===== src/rtl/ps2_pkg.sv =====
// Shared PS/2 front-end definitions: FSM state encoding and default timing
// constants for a 50 MHz system clock.
package ps2_pkg;

    typedef enum logic [1:0] {
        HIGH        = 2'd0,
        LOW_WAIT    = 2'd1,
        LOW_SAMPLED = 2'd2
    } ps2_state_t;

    localparam int PS2_SAMPLE_DELAY_50MHZ = 1000;
    localparam int PS2_TIMEOUT_50MHZ      = 5000;

endpackage


===== src/rtl/ps2_clock_conditioner_if.sv =====
// Pin-side inputs and conditioned outputs of the PS/2 clock front end.
interface ps2_clock_conditioner_if;

    logic i_clock;
    logic i_data;
    logic o_clock;
    logic o_sample_strobe;
    logic o_data;
    logic o_idle;
    logic o_runt;
    logic o_stuck;

    modport master (
        output i_clock, i_data,
        input  o_clock, o_sample_strobe, o_data, o_idle, o_runt, o_stuck
    );

    modport slave (
        input  i_clock, i_data,
        output o_clock, o_sample_strobe, o_data, o_idle, o_runt, o_stuck
    );

endinterface


===== src/rtl/ps2_sync_filter.sv =====
// Two-flop synchroniser followed by a run-length deglitcher. The filtered
// level only flips after FILTER_LEN consecutive disagreeing samples; fall/rise
// pulse in the same cycle the filtered level changes.
module ps2_sync_filter #(
    parameter int FILTER_LEN = 4
) (
    input  logic clk,
    input  logic reset,
    input  logic raw,
    output logic fall,
    output logic rise
);

    localparam int FW = $clog2(FILTER_LEN + 1);
    localparam logic [FW-1:0] LAST = FW'(FILTER_LEN - 1);

    logic          sync1;
    logic          sync2;
    logic          level;
    logic [FW-1:0] cnt;
    logic          toggle;

    assign toggle = (sync2 != level) && (cnt == LAST);
    assign fall   = toggle && level;
    assign rise   = toggle && !level;

    // Synchronise the raw pin and count consecutive samples that disagree with the filtered level
    always_ff @(posedge clk) begin
        if (reset) begin
            sync1 <= 1'b1;
            sync2 <= 1'b1;
            level <= 1'b1;
            cnt   <= '0;
        end else begin
            sync1 <= raw;
            sync2 <= sync1;
            if (sync2 == level) begin
                cnt <= '0;
            end else if (toggle) begin
                level <= ~level;
                cnt   <= '0;
            end else begin
                cnt <= cnt + 1'b1;
            end
        end
    end

endmodule


===== src/rtl/ps2_clock_conditioner.sv =====
// PS/2 clock front end: deglitches the keyboard clock, places a sample strobe
// SAMPLE_DELAY cycles after each filtered falling edge, captures the data bit
// there and reports idle, runt and stuck-low bus conditions.
module ps2_clock_conditioner
    import ps2_pkg::*;
#(
    parameter int SAMPLE_DELAY = PS2_SAMPLE_DELAY_50MHZ,
    parameter int FILTER_LEN   = 4,
    parameter int TIMEOUT      = PS2_TIMEOUT_50MHZ,
    parameter int CNT_W        = 13
) (
    input  logic                    clk,
    input  logic                    reset,
    ps2_clock_conditioner_if.slave  bus
);

    localparam logic [CNT_W-1:0] DELAY_LAST = CNT_W'(SAMPLE_DELAY - 1);
    localparam logic [CNT_W-1:0] TIMEOUT_C  = CNT_W'(TIMEOUT);

    // Increment that sticks at TIMEOUT so long idle or stuck periods never wrap
    function automatic logic [CNT_W-1:0] sat_inc(input logic [CNT_W-1:0] v);
        return (v == TIMEOUT_C) ? v : v + 1'b1;
    endfunction

    ps2_state_t       state;
    logic [CNT_W-1:0] delay_cnt;
    logic [CNT_W-1:0] idle_cnt;
    logic             data_sync1;
    logic             data_sync2;
    logic             clk_fall;
    logic             clk_rise;
    logic             clock_out;
    logic             strobe;
    logic             data_out;
    logic             runt;

    ps2_sync_filter #(
        .FILTER_LEN (FILTER_LEN)
    ) u_clock_filter (
        .clk   (clk),
        .reset (reset),
        .raw   (bus.i_clock),
        .fall  (clk_fall),
        .rise  (clk_rise)
    );

    // Data line only needs metastability protection; it is sampled mid-cell
    always_ff @(posedge clk) begin
        if (reset) begin
            data_sync1 <= 1'b1;
            data_sync2 <= 1'b1;
        end else begin
            data_sync1 <= bus.i_data;
            data_sync2 <= data_sync1;
        end
    end

    // Cell FSM: time the sample point after each fall, a rise before it is a runt
    always_ff @(posedge clk) begin
        if (reset) begin
            state     <= HIGH;
            delay_cnt <= '0;
            idle_cnt  <= '0;
            clock_out <= 1'b1;
            strobe    <= 1'b0;
            data_out  <= 1'b1;
            runt      <= 1'b0;
        end else begin
            strobe <= 1'b0;
            runt   <= 1'b0;
            case (state)
                HIGH: begin
                    if (clk_fall) begin
                        delay_cnt <= '0;
                        idle_cnt  <= '0;
                        state     <= LOW_WAIT;
                    end else begin
                        idle_cnt <= sat_inc(idle_cnt);
                    end
                end
                LOW_WAIT: begin
                    // A rise coinciding with the sample point still counts as a runt
                    if (clk_rise) begin
                        runt  <= 1'b1;
                        state <= HIGH;
                    end else begin
                        if (delay_cnt == DELAY_LAST) begin
                            clock_out <= 1'b0;
                            strobe    <= 1'b1;
                            data_out  <= data_sync2;
                            state     <= LOW_SAMPLED;
                        end
                        delay_cnt <= delay_cnt + 1'b1;
                    end
                end
                LOW_SAMPLED: begin
                    if (clk_rise) begin
                        clock_out <= 1'b1;
                        state     <= HIGH;
                    end else begin
                        delay_cnt <= sat_inc(delay_cnt);
                    end
                end
                default: begin
                    state <= HIGH;
                end
            endcase
        end
    end

    assign bus.o_clock         = clock_out;
    assign bus.o_sample_strobe = strobe;
    assign bus.o_data          = data_out;
    assign bus.o_runt          = runt;
    assign bus.o_idle          = (state == HIGH) && (idle_cnt == TIMEOUT_C);
    assign bus.o_stuck         = (state == LOW_SAMPLED) && (delay_cnt == TIMEOUT_C);

endmodule

===== src/flat_wrapper.sv =====
// flat-port wrapper written by rule: the top's interface ports become plain ports
module ps2_clock_conditioner_flat import ps2_pkg::*;
#(
    parameter int SAMPLE_DELAY = PS2_SAMPLE_DELAY_50MHZ,
    parameter int FILTER_LEN   = 4,
    parameter int TIMEOUT      = PS2_TIMEOUT_50MHZ,
    parameter int CNT_W        = 13
)
  (clk, reset, bus_i_clock, bus_i_data, bus_o_clock, bus_o_sample_strobe, bus_o_data, bus_o_idle, bus_o_runt, bus_o_stuck);
  ps2_clock_conditioner_if bus_i ();
  input  logic clk;
  input  logic reset;
  input wire logic [$bits(bus_i.i_clock)-1:0] bus_i_clock;
  input wire logic [$bits(bus_i.i_data)-1:0] bus_i_data;
  output wire logic [$bits(bus_i.o_clock)-1:0] bus_o_clock;
  output wire logic [$bits(bus_i.o_sample_strobe)-1:0] bus_o_sample_strobe;
  output wire logic [$bits(bus_i.o_data)-1:0] bus_o_data;
  output wire logic [$bits(bus_i.o_idle)-1:0] bus_o_idle;
  output wire logic [$bits(bus_i.o_runt)-1:0] bus_o_runt;
  output wire logic [$bits(bus_i.o_stuck)-1:0] bus_o_stuck;
  assign bus_i.i_clock = bus_i_clock;
  assign bus_i.i_data = bus_i_data;
  assign bus_o_clock = bus_i.o_clock;
  assign bus_o_sample_strobe = bus_i.o_sample_strobe;
  assign bus_o_data = bus_i.o_data;
  assign bus_o_idle = bus_i.o_idle;
  assign bus_o_runt = bus_i.o_runt;
  assign bus_o_stuck = bus_i.o_stuck;
  ps2_clock_conditioner #(.SAMPLE_DELAY(SAMPLE_DELAY), .FILTER_LEN(FILTER_LEN), .TIMEOUT(TIMEOUT), .CNT_W(CNT_W)) u_core (.clk(clk), .reset(reset), .bus(bus_i));
endmodule

===== config.mk =====
export PLATFORM = sky130hd
export DESIGN_NAME = ps2_clock_conditioner_flat
export DESIGN_NICKNAME = d
export VERILOG_FILES = /design/src/rtl/ps2_pkg.sv /design/src/rtl/ps2_clock_conditioner_if.sv /design/src/rtl/ps2_sync_filter.sv /design/src/rtl/ps2_clock_conditioner.sv /design/src/flat_wrapper.sv
export SDC_FILE = /design/constraint.sdc
export NUM_CORES = 1
export LEC_CHECK = 0
export BUFFER_PORTS_ARGS = -buffer_cell sky130_fd_sc_hd__buf_2
export CORE_UTILIZATION = 60
export CTS_BUF_LIST = sky130_fd_sc_hd__clkbuf_4
export CTS_CLUSTER_SIZE = 8
export DETAILED_ROUTE_END_ITERATION = 8
export PLACE_DENSITY_LB_ADDON = 0.1
export SYNTH_ARGS = -nofsm -noshare
export SYNTH_HDL_FRONTEND = slang
export SYNTH_SLANG_ARGS = --single-unit
export TNS_END_PERCENT = 5

===== constraint.sdc =====
create_clock -name clk -period 2.5 [get_ports clk]
set_input_delay 0.375 -clock clk [delete_from_list [all_inputs] [get_ports clk]]
set_output_delay 0.375 -clock clk [all_outputs]
set_load 0.01 [all_outputs]

==> metrics.md, run 1 <==
| Metric | Value |
|---|---|
| Status | finished clean |
| Commonest non-fill, non-tap cell in the layout | dfxtp_1 |
| Worst Clk Skew | 0.00922 ns |
| H-tree depth | 2 |
| Via count of the first global-routing pass | 1,515 |
| Worst-Skew Late Latency | 0.35 ns |
| Synthesized area per cell | 9.04 um2 |
| Initial antenna violation count | 0 |
| DRT Wirelength | 4.02 mm |
| DR iter-0 viols | 102 |
| Slew headroom | 53.5% |
| Final std cells w/o fill | 294 |
| Area of the die | 3850 um2 |
| Critical path capture point type | register |
| Synth top area cells | dfxtp_1 37%, o32ai_2 6.8%, ha_1 5.8%, nor2_1 4.5%, or3_1 4.1% |
| HPWL after DPL | 2.96 mm |
| Largest net degree at the start of global routing | 42 |
| Yosys warnings | 0 |
| P per Cell Area | 528 nW/um2 |
| DP Cell Count | 286 |
| EDFF count, synth | 0 |
| Area growth syn-to-layout | 6.72% |
| Unrepaired setup endpoints after global routing | no |
| Setup_tns | 0 ns |
| Share of cells above drive strength 1 | 18.5% |
| Critical Path RT | 2.71 ns |
| Max VDD drop | 356 uV |
| Synth top area share | 37.1% |
| Clk pin slew, worst setup/hold paths | 0.11 ns |
| Syn Inst Count | 239 |
| Ys async rst share | 0% |
| Peak Freq | 458 MHz |
| Die extent in y | 62.0 um |
| Worst hold path class | in2reg |
| Final setup vio count | 0 |
| Die extent in x | 62.0 um |
| Met1 Usage GRT | 31.0% |
| Tightest Pin Transition | 0.698 ns |
| Register bit count reported by yosys | 40 |
| R2R setup slack | 0.32 ns |
| Synth area leader | dfxtp_1 |
| TritonCTS clock tree | yes |
| Commonest cells after routing, fill and taps aside | 40 x dfxtp_1, 26 x nor2_1, 23 x inv_1 |
| Max FO, Critical Path | 12 |
| Clock root cell | clkbuf_4 |
| GRT busiest layer | met2 |
| Max Cap Viol | 0 |
| Register area share after synthesis | 37.1% |
| Overflow after GRT | 0 |
| Area after DPL | 2230 um2 |
| Final core utilization | 68.0% |
| DR pass1 iterations | 4 |
| Post-synth cell types | 49 |
| Max Slew Vio Count | 0 |
| # fillers | 284 |
| Leakage Power | 0.000775 uW |
| Final min period | 2.18 ns |
| Grt met2 use | 36.9% |
| Final net count | 261 |
| Site Rows | 21 |
| CORE AREA | 3390 um2 |
| Post-CTS Resized | 0 |
| Global-route wire length before repair | 6.60 mm |
| IO Count | 10 |
| DRC errors left | 0 |
| Startpoint types | register |
| Final cell area excluding filler cells | 2310 um2 |
| Initial Util | 63.8% |
| Crit path arrival time | 2.39 ns |
| Deepest clock path buffer count | 2 |
| Crit share post-route | 87.4% |
| Worst Path Class, Setup | reg2reg |
| Port Buf Inserts | 9 |
| Routability cong. | 0.845 |
| Final hold violations | 0 |
| Wirelength per Cell | 13.7 um |
| Clock sinks | 40 |
| Post-CTS Setup Repair Bufs | 0 |
| Syn nets | 253 |
| WHS | 0.203 ns |
| Detailed-route via count | 1,718 |
| Met3 Use GR | 5.80% |
| ANT cells | 0 |
| CTS Buf Count | 5 |
| DRT antenna net count | 0 |
| Hold buffer count at CTS | 0 |
| GRT Util Overall | 23.5% |
| Vias per cell | 5.84 |
| Top_reg_cell synth | dfxtp_1 |
| Synthesized area | 2160 um2 |
report_power, final:
group | switching, uW | internal [uW] | total, uW
sequential | 16.9 | 652 | 669
clock | 206 | 204 | 410
combinational | 86.6 | 52.5 | 139
total | 309 | 909 | 1220
path summary, 6_finish.rpt:
path                                                              start                                endpoint  cells past startpoint
worst max register to register  u_core.u_clock_filter.cnt[0]$_SDFF_PP0_        u_core.delay_cnt[3]$_SDFFE_PP0P_                      7
worst min register to register   u_core.u_clock_filter.sync1$_SDFF_PP1_  u_core.u_clock_filter.sync2$_SDFF_PP1_                      1
worst max-delay path            u_core.u_clock_filter.cnt[0]$_SDFF_PP0_        u_core.delay_cnt[3]$_SDFFE_PP0P_                      7
worst min-delay path                                        bus_i_clock  u_core.u_clock_filter.sync1$_SDFF_PP1_                      2
sequential cells by signal, summed over array words and instances (netlist names):
register and cells:
u_core.u_clock_filter.cnt 3, u_core.bus.o_clock 1, u_core.bus.o_sample_strobe 1, u_core.delay_cnt 13, u_core.data_sync1 1, u_core.u_clock_filter.sync1 1, u_core.data_sync2 1, u_core.idle_cnt 13
u_core.state 2, u_core.bus.o_data 1, u_core.bus.o_runt 1, u_core.u_clock_filter.level 1, u_core.u_clock_filter.sync2 1
kinds of logic after synthesis:
group	after synthesis	share of synthesized area, %
simple gates	102	27.3
mux	2	0.984
flops	40	37.1
fa+ha+maj	10	5.79
compound gates	39	17.4
buf+inv	34	6.54
xor+xnor	12	4.86
per-layer routing:
metal	part of all wire, %	wire length (um)
met2	47	1870
met3	3.1	124
met1	49	1960
met5	0	0
met4	1.8	71
synth_stat cells (2+ instances only):
library cell / n
or2_2: 4
a211o_1: 2
o32ai_1: 2
nor4_1: 4
or3_1: 14
xor2_1: 3
nor2_1: 26
a211oi_1: 3
clkbuf_1: 7
nor2b_1: 3
a21oi_2: 9
nand4b_1: 2
nand3_1: 7
nand2b_1: 2
xnor2_1: 9
and3_1: 2
nor3b_1: 2
nand3b_1: 3
inv_1: 23
nand2_1: 11
ha_1: 10
o32ai_2: 9
and2_1: 3
and4_1: 2
nand4_1: 8
dfxtp_1: 40
a21oi_1: 7
per-stage QoR:
step,total power (uW),setup WS [ns]
2_1_floorplan,798,0.533
3_3_place_gp,817,0.431
3_5_place_dp,823,0.341
4_1_cts,1230,0.309
5_1_grt,1270,0.140
6_report,1220,0.316
critical path, cell delays in order, from the launching register on:
cell      delay (ns)
dfxtp_1         0.35
ha_1            0.15
ha_1            0.23
nand3b_1        0.23
and2_1          0.27
or4_4           0.55
a21oi_1         0.16
o32ai_1         0.10
layout make-up:
cell class | count | area (um2) | area share, %
multi-input combinational | 165 | 1220 | 52.8
inverter | 23 | 86.3 | 3.74
clock inverter | 3 | 37.5 | 1.63
sequential | 40 | 801 | 34.7
tap | 46 | 57.6 | 2.50
timing repair buffer | 12 | 67.6 | 2.93
clock buffer | 5 | 37.5 | 1.63
Power figures use the tool's default switching activity.
==> inputs of run 2 (changes only) <==
--- a/config.mk
+++ b/config.mk
@@ -5,6 +5,7 @@
 export SDC_FILE = /design/constraint.sdc
 export NUM_CORES = 1
 export LEC_CHECK = 0
+export ABC_AREA = 1
 export BUFFER_PORTS_ARGS = -buffer_cell sky130_fd_sc_hd__buf_2
 export CORE_UTILIZATION = 60
 export CTS_BUF_LIST = sky130_fd_sc_hd__clkbuf_4
==> run 2 against run 1 <==
Net effect: synthesized cell count increased by 53%; combinational power decreased by 74%; critical path depth unchanged; critical endpoint is now bus_o_idle; largest cell class unchanged; largest power group unchanged.
==> metrics.md, run 2 <==
| Metric | Value |
|---|---|
| Commonest cells after routing, fill and taps aside | 92 x nand2_1, 64 x nor2_1, 40 x dfxtp_1 |
| Area growth syn-to-layout | 4.54% |
| Die extent in y | 64.8 um |
| Final min period | 1.96 ns |
| Synth area leader | dfxtp_1 |
| Final hold violations | 0 |
| Routability cong. | 0.852 |
| R2R cell count | 11 |
| DR iter-0 viols | 190 |
| Syn nets | 380 |
| Area occupied by registers | 801 um2 |
| Critical path origin | u_core.idle_cnt[0]$_SDFFE_PP0P_ |
| Clock root cell | clkbuf_4 |
| Area after DPL | 2430 um2 |
| DR pass1 iterations | 4 |
| Post-CTS Resized | 0 |
| Initial Util | 63.8% |
| TritonCTS clock tree | yes |
| Worst-Skew Late Latency | 0.35 ns |
| Via count of the first global-routing pass | 2,075 |
| Max FO, Critical Path | 7 |
| IO Count | 10 |
| Overflow after GRT | 0 |
| Status | finished clean |
| Post-CTS Setup Repair Bufs | 0 |
| H-tree depth | 2 |
| CTS Buf Count | 5 |
| CORE AREA | 3720 um2 |
| Crit path arrival time | 1.59 ns |
| Register bit count reported by yosys | 40 |
| Capture point of the worst reg-to-reg path | u_core.delay_cnt[12]$_SDFFE_PP0P_ |
| Synthesized area | 2370 um2 |
| Detailed-route via count | 2,251 |
| Hold buffer count at CTS | 0 |
| Worst Path Class, Setup | reg2out |
| Final setup vio count | 0 |
| Crit share post-route | 78.6% |
| Global-route wire length before repair | 8.56 mm |
| Slew headroom | 68.6% |
| Final net count | 387 |
| Critical path capture point type | output pin |
| GRT Util Overall | 25.6% |
| ANT cells | 0 |
| R2R setup slack | 0.54 ns |
| P per Cell Area | 407 nW/um2 |
| Syn Inst Count | 366 |
| Worst Clk Skew | 0.0125 ns |
| Synth top area share | 33.8% |
| Wirelength per Cell | 11.7 um |
| Synthesized area per cell | 6.47 um2 |
| HPWL after DPL | 3.65 mm |
| Startpoint types | register |
| Die extent in x | 64.8 um |
| Area of the die | 4200 um2 |
| Site Rows | 22 |
| Clock sinks | 40 |
| Worst hold path class | in2reg |
| Port Buf Inserts | 9 |
| Most common cell in the synthesized netlist | nand2_1 |
| Setup_tns | 0 ns |
| Synth top area cells | dfxtp_1 34%, nand2_1 15%, nor2_1 10%, nand3_1 8.0%, inv_1 6.2% |
| Register area share after synthesis | 33.8% |
| Clk pin slew, worst setup/hold paths | 0.12 ns |
| Vias per cell | 5.33 |
| Max VDD drop | 303 uV |
| Leakage Power | 0.000996 uW |
| Critical Path Sink | bus_o_idle |
| Top_reg_cell synth | dfxtp_1 |
| Initial antenna violation count | 0 |
| Final cell area excluding filler cells | 2480 um2 |
| Post-synth cell types | 27 |
| Max Slew Vio Count | 0 |
| Share of cells above drive strength 1 | 9.63% |
| DRC errors left | 0 |
| WHS | 0.207 ns |
| Top flop regs | u_core.delay_cnt (13), u_core.idle_cnt (13), u_core.u_clock_filter.cnt (3) |
| Post-synth top cells | 92 x nand2_1, 64 x nor2_1, 40 x dfxtp_1 |
| EDFF count, synth | 0 |
| Commonest non-fill, non-tap cell in the layout | nand2_1 |
| Worst reg2reg path startpoint | u_core.u_clock_filter.cnt[0]$_SDFF_PP0_ |
| # fillers | 345 |
| Critical Path RT | 2.12 ns |
| DRT antenna net count | 0 |
| Tightest Pin Transition | 0.471 ns |
| DRT Wirelength | 4.93 mm |
| Max Cap Viol | 0 |
| Footprint of the multi-input gates | 1360 um2 |
| Deepest clock path buffer count | 2 |
| Yosys warnings | 0 |
| Unrepaired setup endpoints after global routing | no |
| Peak Freq | 509 MHz |
| Min-delay src | bus_i_data |
| Ys async rst share | 0% |
| Largest net degree at the start of global routing | 27 |
## run 2: cell count changes after synthesis, sizes merged, moves of 8 or more
cell   before  now
inv        23   42
o32ai      11    0
or3        15    0
nand2      11   98
nor2       26   67
nand3       8   39
nand4       8   16
## run 2: cell type report
type	count	share of cell area, %
timing repair buffer	10	2.12
clock inverter	3	0.556
inverter	42	6.36
tap	48	2.42
multi-input combinational	274	54.7
clock buffer	5	1.52
sequential	40	32.3
## run 2: worst min path at each step
stage / end / slack, ns / cells past startpoint
finish: u_core.data_sync1$_SDFF_PP1_ / 0.21 / 2
global route: u_core.data_sync1$_SDFF_PP1_ / 0.19 / 2
CTS: u_core.data_sync1$_SDFF_PP1_ / 0.19 / 2
detailed placement: u_core.data_sync2$_SDFF_PP1_ / 0.40 / 1
global placement: u_core.u_clock_filter.sync2$_SDFF_PP1_ / 0.40 / 1
floorplan: u_core.data_sync2$_SDFF_PP1_ / 0.39 / 1
## run 2: power breakdown
group	switching [uW]	internal (uW)	leakage, uW
Clock	216	103	0.0000324
Sequential	7.93	645	0.000324
Combinational	23.7	13.1	0.000639
## run 2: metrics by stage
stage	total power (uW)	cells	util (%)	setup WS (ns)
detailed placement	704	414	65.3	0.571
finish	1010	422	66.7	0.536
global route	1050	422	66.7	0.356
floorplan	694	366	-	0.902
CTS	1020	422	66.7	0.527
global placement	703	414	65.3	0.651
## run 2: cells by family after synthesis
family	Yosys count	synth area share (%)
XOR/XNOR	7	2.59
adder cells (fa/ha/maj)	10	5.28
AND/OR/NAND/NOR	228	42.8
flip-flops	40	33.8
AO/OA/AOI/OAI	29	6.55
buffers and inverters	52	9.03
## run 2: layer usage
metal	global-route usage, %	part of all wire (%)
met5	0	0
met4	8.89	1.4
met3	5.28	3.4
met2	45.6	49
met1	30.1	46
## run 2: worst max-delay path: stages (launching register included)
cell     delay [ns]
dfxtp_1        0.40
inv_1          0.10
ha_1           0.14
nand2_1        0.05
nor2_1         0.18
nand3_1        0.14
nor2_1         0.10
buf_2          0.13
==> inputs of run 3 (changes only) <==
--- a/config.mk
+++ b/config.mk
@@ -7,7 +7,7 @@
 export LEC_CHECK = 0
 export ABC_AREA = 1
 export BUFFER_PORTS_ARGS = -buffer_cell sky130_fd_sc_hd__buf_2
-export CORE_UTILIZATION = 60
+export CORE_UTILIZATION = 57
 export CTS_BUF_LIST = sky130_fd_sc_hd__clkbuf_4
 export CTS_CLUSTER_SIZE = 8
 export DETAILED_ROUTE_END_ITERATION = 8
==> constraint.sdc (replaced) <==
create_clock -name clk -period 1.6 [get_ports clk]
set_input_delay 0.24 -clock clk [delete_from_list [all_inputs] [get_ports clk]]
set_output_delay 0.24 -clock clk [all_outputs]
set_load 0.01 [all_outputs]
==> run 3 against run 2 <==
Net effect: clock skew decreased by 0.0013 ns; utilization increased by 7.7 points; critical endpoint unchanged; critical path depth shrank 1; sequential power is 56% higher; sequential share of layout area shrank 4.8 points; wire length rose by 14%; combinational power is 140% higher; critical path type unchanged; sequential cell count unchanged; cell count grew 9.5%; global-route usage is 1.5 points higher; largest power group unchanged; clock-buffer cell count grew 1; first-iteration DRC count is 36% lower; the flow now finishes with violations (setup timing).
==> metrics.md, run 3 (synthesis results as in run 2) <==
| Metric | Value |
|---|---|
| Hold endpoint | u_core.u_clock_filter.sync1$_SDFF_PP1_ |
| Overflow after GRT | 0 |
| Largest net degree at the start of global routing | 23 |
| ANT cells | 0 |
| Peak Freq | 612 MHz |
| H-tree depth | 2 |
| Max VDD drop | 397 uV |
| Vias per cell | 5.20 |
| Tightest Pin Transition | 0.366 ns |
| Commonest cells after routing, fill and taps aside | 89 x nand2_1, 55 x nor2_1, 35 x nand3_1 |
| Hold path cells | 2 |
| Max FO, Critical Path | 4 |
| # fillers | 318 |
| Worst Path Class, Setup | reg2out |
| Critical path capture point type | output pin |
| DRT antenna net count | 0 |
| Share of cells above drive strength 1 | 28.6% |
| Worst hold path class | in2reg |
| Routability cong. | 0.823 |
| Top flop regs | u_core.delay_cnt (13), u_core.idle_cnt (13), u_core.u_clock_filter.cnt (3) |
| Slew headroom | 75.5% |
| Worst reg2reg path startpoint | u_core.u_clock_filter.cnt[0]$_SDFF_PP0_ |
| CORE AREA | 4000 um2 |
| Crit path arrival time | 1.39 ns |
| Port Buf Inserts | 9 |
| CTS Buf Count | 5 |
| Initial antenna violation count | 0 |
| Clock root cell | clkbuf_4 |
| TritonCTS clock tree | yes |
| Via count of the first global-routing pass | 2,200 |
| Min-delay src | bus_i_clock |
| Final worst slack | -0.0348 ns |
| Die extent in x | 66.5 um |
| DR iter-0 viols | 121 |
| Initial Util | 59.2% |
| Max Cap Viol | 0 |
| GRT Util Overall | 27.1% |
| Status | finished with violations |
| Final min period | 1.63 ns |
| Cell Chain, Critical Path | inv_1 -> nand2_1 -> nor2_2 -> nand3_2 -> nor2_1 -> buf_2 |
| Startpoint types | register |
| Clock sinks | 40 |
| DRC errors left | 0 |
| Detailed-route via count | 2,404 |
| P per Cell Area | 541 nW/um2 |
| Area growth syn-to-layout | 25.6% |
| Unrepaired setup endpoints after global routing | yes |
| Max stage delay on crit path | 0.37 ns |
| Site Rows | 23 |
| Die extent in y | 66.5 um |
| HPWL after DPL | 3.87 mm |
| Failing checks | setup timing |
| Crit share post-route | 102% |
| Critical Path RT | 1.36 ns |
| Wirelength per Cell | 12.2 um |
| Final hold violations | 0 |
| Clk pin slew, worst setup/hold paths | 0.12 ns |
| R2R setup slack | 0.03 ns |
| Max Slew Vio Count | 0 |
| Leakage Power | 0.00121 uW |
| Setup WS pre-CTS | -0.127 ns |
| R2R cell count | 11 |
| IO Count | 10 |
| Deepest clock path buffer count | 2 |
| Worst Clk Skew | 0.0112 ns |
| Final net count | 426 |
| Global-route wire length before repair | 9.19 mm |
| Slowest cell on crit path | dfxtp_1 |
| Commonest non-fill, non-tap cell in the layout | nand2_1 |
| DR pass1 iterations | 4 |
| Final setup vio count | 2 |
| Capture point of the worst reg-to-reg path | u_core.delay_cnt[12]$_SDFFE_PP0P_ |
| Area of the die | 4420 um2 |
| Final core utilization | 74.4% |
| Worst-Skew Late Latency | 0.34 ns |
| DRT Wirelength | 5.64 mm |
[run 3: changes by cell type in the layout (fill, tap and decap cells not counted), moves of 3 or more]
cell,delta
nor2_2,+8
nand2_1,-3
ha_1,-6
buf_6,+10
nand3_1,-3
dfxtp_1,-13
inv_1,-9
nand3_2,+3
dfxtp_2,+12
inv_2,+8
ha_4,+6
nor2_1,-9
buf_4,+30
[run 3: power breakdown]
group	switching (uW)	total, uW	internal [uW]
Combinational	49.7	89.3	39.6
Clock	325	504	179
Sequential	9.90	1020	1010
[run 3: layer usage]
layer | up-vias | GRT usage (%) | routed length [um]
li1 | 1256 | - | -
met1 | 1095 | 30.4 | 2520
met2 | 42 | 50.4 | 2880
met3 | 11 | 5.14 | 173
met4 | 0 | 9.31 | 70
met5 | - | 0 | 0
[run 3: cell type report]
class                      count  area [um2]  share of cell area (%)
clock buffer                   6        45.0                    1.51
inverter                      42         160                    5.38
clock inverter                 1        5.00                   0.168
sequential                    40         820                    27.5
multi-input combinational    274        1500                    50.4
tap                           50        62.6                    2.10
timing repair buffer          49         385                    12.9
[run 3: through the flow]
step                std cells  hold slack [ns]  area, um2  total power (uW)  setup TNS (ns)
floorplan                 366            0.344       2370              1080               0
global placement          442            0.394       2620              1110          -0.295
detailed placement        442            0.410       2620              1110          -0.978
CTS                       463           0.0706       2900              1610         -0.0372
global route              462           0.0574       2980              1670          -0.631
finish                    462           0.0748       2980              1610         -0.0540
[run 3: timing repair]
item	in CTS	in global routing
hold buffers	0	0
buffers inserted	14	0
endpoints found under the setup margin	20	30
hold endpoints to repair	0	0
resized for setup	41	25
pin swaps	9	8
[run 3: worst max path at each step]
stage	startpoint	end	slack (ns)
detailed placement	u_core.u_clock_filter.cnt[0]$_SDFF_PP0_	u_core.delay_cnt[9]$_SDFFE_PP0P_	-0.13
global placement	u_core.u_clock_filter.cnt[0]$_SDFF_PP0_	u_core.delay_cnt[5]$_SDFFE_PP0P_	-0.06
floorplan	u_core.u_clock_filter.cnt[0]$_SDFF_PP0_	u_core.delay_cnt[3]$_SDFFE_PP0P_	0.002
CTS	u_core.delay_cnt[7]$_SDFFE_PP0P_	bus_o_stuck	-0.02
global route	u_core.idle_cnt[4]$_SDFFE_PP0P_	bus_o_idle	-0.14
finish	u_core.idle_cnt[4]$_SDFFE_PP0P_	bus_o_idle	-0.03
[run 3: worst max-delay path, delay by kind of cell, from the launching register on]
| family | cells | cell delay [ns] |
|---|---|---|
| flip-flops | 1 | 0.37 |
| buffers and inverters | 2 | 0.24 |
| AND/OR/NAND/NOR | 4 | 0.44 |
